==> config.mk <==
export PLATFORM = sky130hd
export DESIGN_NAME = threshold_sequencer
export DESIGN_NICKNAME = d
export VERILOG_FILES = /design/src/rtl/threshold_sequencer.sv
export SDC_FILE = /design/constraint.sdc
export NUM_CORES = 1
export LEC_CHECK = 0
export ABC_AREA = 1
export CAP_MARGIN = 20
export CORE_UTILIZATION = 40
export CTS_CLUSTER_SIZE = 28
export DETAILED_ROUTE_END_ITERATION = 16
export PLACE_DENSITY = 0.64
export SLEW_MARGIN = 20
export SYNTH_ARGS = -nofsm -noshare
export SYNTH_HDL_FRONTEND = slang
export SYNTH_SLANG_ARGS = --single-unit
==> constraint.sdc <==
create_clock -name clk -period 2.8 [get_ports clk]
set_clock_uncertainty 0.05 [all_clocks]
set_input_delay 0.56 -clock clk [delete_from_list [all_inputs] [get_ports clk]]
set_output_delay 0.56 -clock clk [all_outputs]
set_load 0.01 [all_outputs]
==> src/rtl/threshold_sequencer.sv <==
// Frame sequencer for a dual-threshold pixel classifier: holds shadow/active
// thresholds, walks a frame of IMG_WIDTH x IMG_HEIGHT pixels and latches strong/weak totals.
module threshold_sequencer #(
   parameter int IMG_WIDTH  = 512,
   parameter int IMG_HEIGHT = 512,
   parameter int DEF_UPPER  = 220,
   parameter int DEF_LOWER  = 85
) (
   input  logic        clk,
   input  logic        rst,
   input  logic        cfg_write,
   input  logic [7:0]  cfg_upper,
   input  logic [7:0]  cfg_lower,
   output logic        cfg_err,
   input  logic        start,
   input  logic        abort,
   input  logic        pix_valid,
   input  logic [7:0]  pix_in,
   output logic        thr_en,
   output logic [7:0]  thr_upper,
   output logic [7:0]  thr_lower,
   output logic        busy,
   output logic        frame_done,
   output logic [18:0] strong_cnt,
   output logic [18:0] weak_cnt
);

   localparam int COL_W = (IMG_WIDTH  > 1) ? $clog2(IMG_WIDTH)  : 1;
   localparam int ROW_W = (IMG_HEIGHT > 1) ? $clog2(IMG_HEIGHT) : 1;
   localparam logic [COL_W-1:0] COL_LAST = COL_W'(IMG_WIDTH - 1);
   localparam logic [ROW_W-1:0] ROW_LAST = ROW_W'(IMG_HEIGHT - 1);

   typedef enum logic [1:0] {IDLE, RUN, DONE} state_t;

   state_t           state_q;
   logic [7:0]       shadowUpper_q, shadowLower_q;
   logic [7:0]       activeUpper_q, activeLower_q;
   logic [COL_W-1:0] col_q;
   logic [ROW_W-1:0] row_q;
   logic [18:0]      strongWork_q, weakWork_q;
   logic [18:0]      strongCnt_q, weakCnt_q;
   logic             thrEn_q, busy_q, frameDone_q, cfgErr_q;

   logic [18:0]      strongWork_d, weakWork_d;
   logic             lastPixel, cfgOk;

   // Working counts including the pixel currently presented, so the final
   // pixel can be folded straight into the latched totals.
   always_comb begin
      strongWork_d = strongWork_q + 19'(pix_in > activeUpper_q);
      weakWork_d   = weakWork_q   + 19'(pix_in < activeLower_q);
      lastPixel    = (col_q == COL_LAST) && (row_q == ROW_LAST);
      cfgOk        = cfg_lower < cfg_upper;
   end

   always_ff @(posedge clk) begin
      if (rst) begin
         state_q       <= IDLE;
         shadowUpper_q <= 8'(DEF_UPPER);
         shadowLower_q <= 8'(DEF_LOWER);
         activeUpper_q <= 8'(DEF_UPPER);
         activeLower_q <= 8'(DEF_LOWER);
         col_q         <= '0;
         row_q         <= '0;
         strongWork_q  <= '0;
         weakWork_q    <= '0;
         strongCnt_q   <= '0;
         weakCnt_q     <= '0;
         thrEn_q       <= 1'b0;
         busy_q        <= 1'b0;
         frameDone_q   <= 1'b0;
         cfgErr_q      <= 1'b0;
      end else begin
         frameDone_q <= 1'b0;
         cfgErr_q    <= 1'b0;
         if (cfg_write) begin
            if (cfgOk) begin
               shadowUpper_q <= cfg_upper;
               shadowLower_q <= cfg_lower;
            end else begin
               cfgErr_q <= 1'b1;
            end
         end
         case (state_q)
            IDLE: begin
               if (start) begin
                  state_q       <= RUN;
                  activeUpper_q <= shadowUpper_q;
                  activeLower_q <= shadowLower_q;
                  col_q         <= '0;
                  row_q         <= '0;
                  strongWork_q  <= '0;
                  weakWork_q    <= '0;
                  thrEn_q       <= 1'b1;
                  busy_q        <= 1'b1;
               end
            end
            RUN: begin
               // Abort takes precedence even over the final pixel of the frame.
               if (abort) begin
                  state_q <= IDLE;
                  thrEn_q <= 1'b0;
                  busy_q  <= 1'b0;
               end else if (pix_valid) begin
                  strongWork_q <= strongWork_d;
                  weakWork_q   <= weakWork_d;
                  if (lastPixel) begin
                     state_q     <= DONE;
                     thrEn_q     <= 1'b0;
                     busy_q      <= 1'b0;
                     frameDone_q <= 1'b1;
                     strongCnt_q <= strongWork_d;
                     weakCnt_q   <= weakWork_d;
                  end else if (col_q == COL_LAST) begin
                     col_q <= '0;
                     row_q <= row_q + ROW_W'(1);
                  end else begin
                     col_q <= col_q + COL_W'(1);
                  end
               end
            end
            DONE:    state_q <= IDLE;
            default: state_q <= IDLE;
         endcase
      end
   end

   assign thr_en     = thrEn_q;
   assign thr_upper  = activeUpper_q;
   assign thr_lower  = activeLower_q;
   assign busy       = busy_q;
   assign frame_done = frameDone_q;
   assign strong_cnt = strongCnt_q;
   assign weak_cnt   = weakCnt_q;
   assign cfg_err    = cfgErr_q;

endmodule

; ---- Yosys cells after proc, flatten, opt, wreduce, memory -nomap -nowiden
; Index checks and enable logic that the tools add are counted.
[classes]
n_lt_le_gt_ge = 3
muxes = 30
n_bitwise = 4
div_mod_pow = 0
reduce_logical = 13
shift = 0
eq_ne = 10
addsub = 4
mul = 0
[op_table]
columns = op, count
row1 = 2-to-1 mux 19 bit, 5
row2 = 2-to-1 mux 9 bit, 9
row3 = case mux 19 bit (2 select lines), 2
row4 = adder 19 x 1 -> 19 bit, 2
row5 = case mux 9 bit (2 select lines), 2
row6 = adder 9 x 1 -> 9 bit (second input constant), 2
row7 = equality test 9 bit (second input constant), 2
row8 = < comparator 8 bit, 2
row9 = AND reduction 4 bit, 3
row10 = inequality test 2 bit (second input constant), 5
row11 = greater-than comparator 8 bit, 1
row12 = 2-to-1 mux 2 bit, 4
row13 = 2-to-1 mux 1 bit, 6
row14 = inequality test 3 bit (second input constant), 2
row15 = AND reduction 6 bit, 1
row16 = AND reduction 5 bit, 1
row17 = inverter 1 bit, 4
row18 = case mux 2 bit (2 select lines), 1
row19 = AND reduction 2 bit, 2
row20 = OR reduction 4 bit, 1
row21 = AND reduction 3 bit, 1
row22 = equality test 2 x 1 -> 1 bit (second input constant), 1
row23 = logical NOT 2 bit, 1
row24 = case mux 1 bit (2 select lines), 1
row25 = 3 further kinds, 3
[totals]
n_memories = 0
ram_bits = 0
wordCells = 78
reg_bits = 131
latch_bits = 0
rom_bits = 0
output_inout_bits = 58

; ---- Depth between registers and ports, before layout
[logic_depth]
ltp_word = 6
ltp_mapped = 18
depth_no_buf = 18

; ---- Worst setup path after synthesis
; Ideal clock, no wire load.
[synth_path]
kind = input-to-reg
start = in pix_in[3]
end = reg strongCnt_q[18] (netlist: strong_cnt[18])
arrival_ns = 2.414
slack_ns = 0.227
path_stages = 16
t_required_ns = 2.641
path_cell_list = ha_1 > nand2_1 > o21ai_0 > nand2_1 > a21oi_1 > ha_1 > ha_1 > nand3_1 > nor2_1 > nand2_1 > inv_1 > nand4_1 > nand2_1 > nand2_1 > nand2_1 > inv_1
[synth_via]
elab_chain_len = 2
[synth_rtl]
columns = item, line_no
row1 = start: declaration, 18  ; input logic [7:0] pix_in,
row2 = greater-than comparator 8 bit, 50  ; strongWork_d = strongWork_q + 19'(pix_in > activeUpper_q);
row3 = adder 19 x 1 -> 19 bit, 50
row4 = end signal: assignment, 112  ; strongCnt_q <= strongWork_d;
row5 = end: declaration, 41  ; logic [18:0] strongCnt_q, weakCnt_q;
; No other way between the ends.
; A chain may end at the register's enable or synchronous reset.

; ---- Final worst setup path
[layout_path]
start = in pix_in[1]
end = reg weakWork_q[16]
[layout_via]
elab_chain_len = 5
[layout_rtl]
columns = item, line_no
row1 = < comparator 8 bit, 51  ; weakWork_d = weakWork_q + 19'(pix_in < activeLower_q);
row2 = adder 19 x 1 -> 19 bit, 51
row3 = 2-to-1 mux 19 bit, 104  ; end else if (pix_valid) begin
row4 = 2-to-1 mux 19 bit, 100  ; if (abort) begin
row5 = case mux 19 bit (2 select lines), 84  ; case (state_q)
row6 = end signal: assignment, 106  ; weakWork_q <= weakWork_d;
row7 = end: declaration, 40  ; logic [18:0] strongWork_q, weakWork_q;
; No other way between the ends. The select of a mux whose other input is x is not followed.

==> results.toml <==
[pwr]
p_clk_share_pct = 49.1
p_leak_nw = 3.60
swShare_pct = 23.9
pwr-share-seq_pct = 40.9
ir_worst_vdd_mv = 0.509
p_int_w = 0.00363
power_frac_comb_pct = 9.9
switchingPower_w = 0.00114
pwr_density_cell_mw_per_mm2 = 558
fin_total_pwr_w = 0.00476

[clock_tree]
cts_hold_buf = 0
clockRootBuffer = "clkbuf_16"
cts.htree.levels = 4
numCtsBuffers = 17
cts_buffer_depth = 2
clock-sinks = 131
clkLatencyLatePin_ps = 420
cts_tree = "yes"
clk_pin_slew_worst_paths_ps = 60

[timing]
totalNegativeSetupSlack_ps = 0
fin_crit_ps = 2650
finalHoldViolCount = 0
slew-limit-headroom_pct = 63.7
setup_ws_ps = 145
maxSlewViolCount = 0
max_freq_mhz = 377
rsz0062_at_grt = "true"
finalCritPeriodShare_pct = 94.8
tightest_slew_ps = 544
setup_viol = 0

[hold_path]
hold_class = "flip-flop to flip-flop"
timing.hold.worst_path_depth = 2
min_from = "shadowUpper_q[7]"
whs_endpoint = "shadowUpper_q[7]"

[grt]
grt_max_degree = 50
grt_pass1_wl_um = 26300
overflow = 0
grt_use_total_pct = 19.9
grt_pass1_vias = 5484
grt_antenna_before_repair = 0

[floorplanning]
die_w_um = 130
die-area_mm2 = 0.0168
core_mm2 = 0.0159
initial_core_util_pct = 41.0
dieHeight_um = 130
placementRows = 46
boundaryPins = 88

[detailed_routing]
wl_um = 16000
wl_per_cell_um = 12.5
routed_via_density = 4.73
first_pass_iters = 5
ant_nets = 0
routed-via-count = 6036
drt_iter0_drc = 374
drc = 0

[layout]
diodes = 0
final_core_utilization_pct = 53.7
fin_cells = 1276
drive_gt1_share_pct = 10.5
final_nets = 1107
area_growth_pct = 31.1

[setup_path]
crit_required_ps = 3100
crit_arrival_ps = 2960
worstSetupEndpointType = "flip-flop"
r2r_cells = 14
critPathLaunchType = "input pin"
cp_max_fo = 3
crit_start = "pix_in[1]"
worstReg2RegEnd = "weakWork_q[16]"
r2r_setup_slack_ps = 260
critical_path_class = "input pin to flip-flop"
rr_startpoint = "thr_lower[1]"

[logic_synthesis]
yosysWarnings = 0
synth_area_per_cell_um2 = 6.91
ys_types = 33
syn-cell-area_mm2 = 0.00651
syn_nets = 1002
ys_seq_area_share_pct = 40.3
synthCells = 942
ys_ff_latch = 131

[run_status]
status = "complete, no violations"

[place]
port_buffers = 87
place_ws_ps = -476
dp_cells = 1241
place_hpwl_um = 11200
gp_congestion = 0.887

[flow_run]
maxCapViolations = 0
==> final cells by class <==
class / count / area, µm²
fillers: 1562 / 7350
multi-input cells: 670 / 3460
flip-flops and latches: 131 / 2620
repair buffers: 122 / 1150
clock buffers: 19 / 443
inverters: 105 / 399
well taps: 216 / 270
clock inverters: 13 / 184
==> metrics by stage <==
step	hold WS, ps	area (µm²)
after floorplan	379	6510
after global placement	392	7720
after detailed placement	395	7720
after CTS	411	8360
after global routing	429	8530
final	411	8530
==> cells in the final DEF (no fill, tap or decap), types with 4 or more instances in the layout <==
master,count
inv_1,100
clkbuf_16,17
a21oi_2,4
nor2_2,9
bufinv_16,4
o211ai_1,14
nand3_1,43
nor2_1,135
a21oi_1,69
dfxtp_1,131
dlymetal6s2s_1,4
o21ai_1,15
nor3_1,6
ha_4,5
clkdlybuf4s50_1,82
o21ai_0,28
xnor2_1,13
xor2_1,11
nand4_1,17
buf_4,34
nand2_1,247
nor2_4,6
or2_2,4
ha_1,23
==> cells in the mapped netlist <==
master | count | share of area, %
o21ai_1 | 12 | 0.92
xnor2_1 | 14 | 1.9
nand4_1 | 17 | 1.6
nor2_2 | 2 | 0.19
o21bai_1 | 2 | 0.23
a21oi_1 | 73 | 5.6
buf_1 | 1 | 0.058
nand2_2 | 2 | 0.19
inv_2 | 4 | 0.23
a211oi_1 | 1 | 0.12
buf_4 | 5 | 0.58
nor3_1 | 6 | 0.46
clkbuf_1 | 24 | 1.4
nor2_4 | 3 | 0.52
nand3b_1 | 3 | 0.35
nand3_2 | 1 | 0.15
nand2_4 | 2 | 0.35
a21boi_0 | 2 | 0.23
dfxtp_1 | 131 | 40
buf_6 | 3 | 0.52
nand3_1 | 44 | 3.4
o21ai_0 | 31 | 2.4
o21a_1 | 1 | 0.12
buf_2 | 3 | 0.23
nor2_1 | 145 | 8.4
ha_1 | 30 | 5.8
inv_1 | 100 | 5.8
xor2_1 | 12 | 1.6
or2_2 | 4 | 0.38
a21o_1 | 1 | 0.12
clkinv_1 | 1 | 0.058
nand2_1 | 248 | 14
o211ai_1 | 14 | 1.6
==> critical path, stage by stage <==
cell and delay (ps):
clkdlybuf4s50_1 500, ha_1 250, a21oi_2 140, o21ai_1 90, a21oi_2 190, ha_2 230, ha_4 140, nand2_1 80
nor2_4 160, nand2_2 80, nor2_2 120, xor2_1 190, nand2_1 100, a21oi_2 110
==> worst max-delay path by stage <==
stage	to	cells after the start
floorplan	strong_cnt[18]	16
global placement	weak_cnt[18]	16
detailed placement	strongWork_q[6]	14
CTS	strongWork_q[6]	14
global route	weakWork_q[16]	14
finish	weakWork_q[16]	14
==> power groups by stage <==
stage               Clock [W]  Combinational (W)  Sequential (W)
floorplan                   0           0.000268         0.00199
global placement            0           0.000444         0.00199
detailed placement          0           0.000448         0.00199
CTS                   0.00239           0.000453         0.00195
global route          0.00248           0.000529         0.00195
finish                0.00234           0.000474         0.00195
==> flip-flops by register name, indices dropped and copies added, names as in the netlist <==
signal         count
thr_lower          8
busy               1
weakWork_q        19
cfg_err            1
shadowLower_q      8
col_q              9
strong_cnt        19
weak_cnt          19
state_q            2
shadowUpper_q      8
thr_upper          8
strongWork_q      19
row_q              9
frame_done         1
==> per-layer routing <==
layer | part of all wire (%) | global-route usage (%)
met5 | 0 | 0
met4 | 1.8 | 6.91
met3 | 3.1 | 4.58
met2 | 47 | 33.1
met1 | 48 | 25.4
==> timing repair <==
item,4_1_cts,5_1_grt
buffers inserted,0,3
resized for setup,5,36
endpoints found under the setup margin,12,63
pin swaps,0,15
==> logic make-up after synthesis <==
family                   share of synthesized area (%)
AND/OR/NAND/NOR                                   30.3
XOR/XNOR                                          3.50
flip-flops                                        40.3
adder cells (fa/ha/maj)                           5.77
AO/OA/AOI/OAI                                     11.3
buffers and inverters                             8.82
(Power assumes the default switching activity.)
